### config.mk
export PLATFORM = sky130hd
export DESIGN_NAME = game_turn_controller
export DESIGN_NICKNAME = d
export VERILOG_FILES = /design/src/rtl/game_turn_controller.sv
export SDC_FILE = /design/constraint.sdc
export NUM_CORES = 1
export LEC_CHECK = 0
export ABC_AREA = 1
export ABC_CLOCK_PERIOD_IN_PS = 1800
export CAP_MARGIN = 15
export CORE_ASPECT_RATIO = 0.8
export CORE_MARGIN = 5
export CORE_UTILIZATION = 35
export CTS_CLUSTER_SIZE = 12
export DETAILED_ROUTE_END_ITERATION = 6
export PLACE_DENSITY = 0.55
export SLEW_MARGIN = 5
export SYNTH_ARGS = -nofsm -noshare
export SYNTH_HDL_FRONTEND = slang
export SYNTH_SLANG_ARGS = --single-unit
### constraint.sdc
create_clock -name clk -period 1.8 [get_ports clk]
set_input_delay 0.18 -clock clk [delete_from_list [all_inputs] [get_ports clk]]
set_output_delay 0.18 -clock clk [all_outputs]
set_load 0.01 [all_outputs]
### src/rtl/game_turn_controller.sv
// Connect-4 turn sequencer. It accepts column drops, tracks column heights and the move count,
// issues accepted moves to the win checker, and resolves turn hand-off, win and tie.
module game_turn_controller #(
  parameter int COLS = 7,
  parameter int ROWS = 6
) (
  input  logic       clk,
  input  logic       rst,
  input  logic       start,
  input  logic       drop,
  input  logic [2:0] col,
  input  logic       check_done,
  input  logic       win,
  output logic [1:0] state,
  output logic [1:0] game_status,
  output logic       move_valid,
  output logic [2:0] move_col,
  output logic [2:0] move_row,
  output logic [1:0] move_player,
  output logic       move_reject,
  output logic       busy
);

  typedef enum logic [1:0] {
    GAME_INIT = 2'b00,
    P1_TURN   = 2'b01,
    P2_TURN   = 2'b10,
    END_GAME  = 2'b11
  } state_t;

  typedef enum logic [1:0] {
    STILL_PLAYING = 2'b00,
    P1_WINS       = 2'b01,
    P2_WINS       = 2'b10,
    TIE           = 2'b11
  } status_t;

  localparam logic [5:0] CELLS  = 6'(ROWS * COLS);
  localparam logic [2:0] ROWS_H = 3'(ROWS);
  localparam logic [3:0] COLS_W = 4'(COLS);

  state_t     state_q;
  status_t    status_q;
  logic [5:0] move_count;
  // Eight entries so any 3-bit col indexes safely; entries at or above COLS stay zero.
  logic [2:0] heights [8];
  logic       legal;

  assign legal       = ({1'b0, col} < COLS_W) && (heights[col] < ROWS_H);
  assign state       = state_q;
  assign game_status = status_q;

  // NOTE: the height table is a handful of flops, not a RAM, so it is cleared by reset
  // like the rest of the state; a real memory array would be left out of the reset branch.
  always_ff @(posedge clk or posedge rst) begin
    if (rst) begin
      state_q     <= GAME_INIT;
      status_q    <= STILL_PLAYING;
      move_count  <= '0;
      move_valid  <= 1'b0;
      move_reject <= 1'b0;
      move_col    <= '0;
      move_row    <= '0;
      move_player <= '0;
      busy        <= 1'b0;
      for (int i = 0; i < 8; i++) heights[i] <= '0;
    end else begin
      move_valid  <= 1'b0;
      move_reject <= 1'b0;
      case (state_q)
        GAME_INIT: begin
          if (start) begin
            state_q    <= P1_TURN;
            move_count <= '0;
            for (int i = 0; i < 8; i++) heights[i] <= '0;
          end
        end
        P1_TURN, P2_TURN: begin
          // While a check is outstanding only check_done matters; drops vanish silently.
          if (busy) begin
            if (check_done) begin
              busy <= 1'b0;
              if (win) begin
                state_q  <= END_GAME;
                status_q <= status_t'(move_player);
              end else if (move_count == CELLS) begin
                state_q  <= END_GAME;
                status_q <= TIE;
              end else begin
                state_q <= (state_q == P1_TURN) ? P2_TURN : P1_TURN;
              end
            end
          end else if (drop) begin
            if (legal) begin
              move_valid   <= 1'b1;
              move_col     <= col;
              move_row     <= heights[col];
              move_player  <= state_q;
              heights[col] <= heights[col] + 3'd1;
              move_count   <= move_count + 6'd1;
              busy         <= 1'b1;
            end else begin
              move_reject <= 1'b1;
            end
          end
        end
        END_GAME: begin
          if (start) begin
            state_q    <= GAME_INIT;
            status_q   <= STILL_PLAYING;
            move_count <= '0;
            for (int i = 0; i < 8; i++) heights[i] <= '0;
          end
        end
      endcase
    end
  end

endmodule

==> results.toml <==
[layout]
drive_above_1_share_pct = 15.1
fin_util_pct = 45.5
insertedDiodeCount = 0
nets = 387
syn2layout_area_growth_pct = 28.2
stdcell_count = 459

[yosys]
yosysTopAreaCell = "dfrtp_1"
synth_cells = 320
ys_seq_area_share_pct = 46.5
synth_nets = 336
synth_top_cell_area_share_pct = 46.5
yosys_warnings = 0
avgSynthCellArea_um2 = 7.57
synthTopCellsByArea = "dfrtp_1 (46%), nand2_1 (21%), nand3_1 (6.6%), inv_1 (5.0%), ha_1 (3.6%)"
synth-seq-cells = 45
syn-cell-area_um2 = 2420
yosysUniqueCellTypes = 25

[detailed_routing]
vias_per_cell = 4.56
vias = 2095
drc = 0
ant_nets = 0
first_pass_iters = 4
totalWireLength_um = 5630
post_drt_wl_per_cell_um = 12.3
drt_iter0_drc = 59

[floorplanning]
num_io_pins = 24
die_y_um = 84.4
die-area_um2 = 8700
core_um2 = 6820
start_util_pct = 35.5
rows = 27
die_w_um = 103

[placed_design]
place_inst = 451
gp_congestion = 0.822
post-dp-hpwl_um = 4220
io_buffer_count = 23

[timing]
fin_skew_ns = 0.00447
slew_viol_final = 0
slew_headroom_pct = 76.1
whs_ns = 0.163
tns_ns = 0
hold_violations = 0
tightest_slew_ns = 0.358
setup_viol = 0
fmax_ghz = 0.601
min_period_over_period_pct = 92.5
period_needed_ns = 1.67

[clocking]
cts_tree = "yes"
clk_path_buf_depth = 2
cts_max_level = 2
ctsRootBufferMaster = "clkbuf_8"
path_clk_slew_ns = 0.09
cts_buffers = 5
clock_sinks = 45
cts_hold_buf = 0
cts_setup_buffers = 0
worstSkewPairLatency_ns = 0.29

[critical_path]
path_max_fanout = 20
worstPathRequired_ns = 1.99
endpoint_kind = "flip-flop"
startpoint_type = "flip-flop"
worst_path_max_delay_cell = "dfrtp_1"
slowest_delay_ns = 0.37
crit_top_cell = "nand2_1"
cp_cell_sequence = "inv_1 > ha_1 > inv_2 > nor3_4 > nand3_4 > nand2_4 > buf_12 > nand2_1 > nand2_1 > nand2_1"
worstPathArrival_ns = 1.86
crit_type = "reg2reg"

[global_route]
grt_pass1_wl_um = 9360
grt_start_max_net_pins = 32
antenna_found_initial = 0
first_global_vias = 1926
overflow = 0
grt_use_total_pct = 13.6

[job]
max_cap_viol_count = 0

[min_path]
min_path_type = "in2async"

[pwr]
ir_drop_mv = 0.446
power_density_nw_per_um2 = 1440
p_leak_uw = 0.00167

[run_status]
outcome = "finished, final reports clean"
## timing repair
item                       in CTS  in global routing
pin swaps                       0                  1
setup endpoints to repair      35                 26
resized for setup               4                  8
gates cloned                    0                  0
## layout make-up
type | count | area (um^2)
clock buffer | 7 | 96.3
inverter | 34 | 130
clock inverter | 1 | 5.00
timing repair buffer | 55 | 524
multi-input combinational | 230 | 1120
tap | 87 | 109
sequential | 45 | 1130
fill | 702 | 3720
## flip-flops by register name, summed over array words and instances, names as in the netlist
register,flops
game_status,2
move_row,3
busy,1
move_reject,1
move_valid,1
move_col,3
move_player,2
heights,24
state,2
move_count,6
## synthesized netlist by cell type
cell / n
o211ai_1: 2
o22ai_2: 1
inv_4: 1
nand3_1: 32
dfrtp_1: 45
buf_2: 3
nand2_1: 134
xnor2_1: 1
nor2_1: 15
ha_1: 7
nand3_4: 1
clkbuf_1: 2
nand4_1: 4
a21oi_1: 1
xor2_1: 3
a21boi_0: 1
nand2_2: 3
nand3b_1: 1
nor3_1: 3
nor2_2: 3
buf_6: 6
inv_1: 32
o21ai_0: 17
inv_2: 1
a211oi_1: 1
## logic make-up after synthesis
| group | count (synthesis) | synth area share (%) |
|---|---|---|
| AO/OA/AOI/OAI | 23 | 5.47 |
| XOR/XNOR | 4 | 1.45 |
| adder cells (fa/ha/maj) | 7 | 3.61 |
| buffers and inverters | 45 | 9.09 |
| flip-flops | 45 | 46.5 |
| AND/OR/NAND/NOR | 196 | 33.9 |
## layout by cell type, fill, tap and decap left out, types with 2 or more instances in the layout
| master | instances |
|---|---|
| nand2_1 | 134 |
| o211ai_1 | 2 |
| nand3_1 | 32 |
| dfrtp_1 | 45 |
| nor2_2 | 3 |
| inv_1 | 30 |
| xor2_1 | 3 |
| nor3_4 | 2 |
| nand2_2 | 2 |
| inv_2 | 3 |
| nand4_1 | 4 |
| ha_1 | 7 |
| buf_12 | 4 |
| buf_4 | 27 |
| clkbuf_8 | 7 |
| nor2_1 | 14 |
| dlygate4sd2_1 | 2 |
| o21ai_0 | 16 |
| clkdlybuf4s50_1 | 20 |
## worst paths after layout
kind                                         from  slack (ns)                         end  cells after the start
max                          state[1]$_DFFE_PP0P_        0.13      heights[7]$_DFFE_PP0P_                     10
min                                           rst        0.16     heights[19]$_DFFE_PP0P_                      2
max reg2reg                  state[1]$_DFFE_PP0P_        0.13      heights[7]$_DFFE_PP0P_                     10
min reg2reg                heights[7]$_DFFE_PP0P_        0.48      heights[7]$_DFFE_PP0P_                      2
max in group asynchronous                     rst        1.15  game_status[1]$_DFFE_PP0P_                      3
min in group clk                           col[2]        0.42     move_col[2]$_DFFE_PP0P_                      4
## stage by stage
stage / total power, uW / instance area (um^2) / setup WS, ns
floorplan: 2770 / 2430 / 0.0505
global placement: 3730 / 2970 / -0.590
detailed placement: 3740 / 2970 / -0.642
CTS: 4450 / 3080 / 0.0346
global route: 4840 / 3110 / -0.00993
finish: 4480 / 3110 / 0.135
## worst max-delay path: cells and delay by family, from the launching register on
family | cells | cell delay (ns)
flip-flops | 1 | 0.37
AND/OR/NAND/NOR | 6 | 0.58
buffers and inverters | 3 | 0.29
adder cells (fa/ha/maj) | 1 | 0.32
## power breakdown
part	leakage [uW]	switching, uW	internal, uW
clock	0.0000542	345	348
combinational	0.00101	1280	1020
sequential	0.000606	187	1300
## routing by layer
layer / vias up / GRT usage, % / share of wire, %
met5: - / 0 / 0
met4: 0 / 4.71 / 1.2
met3: 5 / 2.49 / 3.8
met2: 39 / 19.5 / 43
met1: 953 / 20.4 / 52
li1: 1098 / - / -
Power figures use the tool's default switching activity.
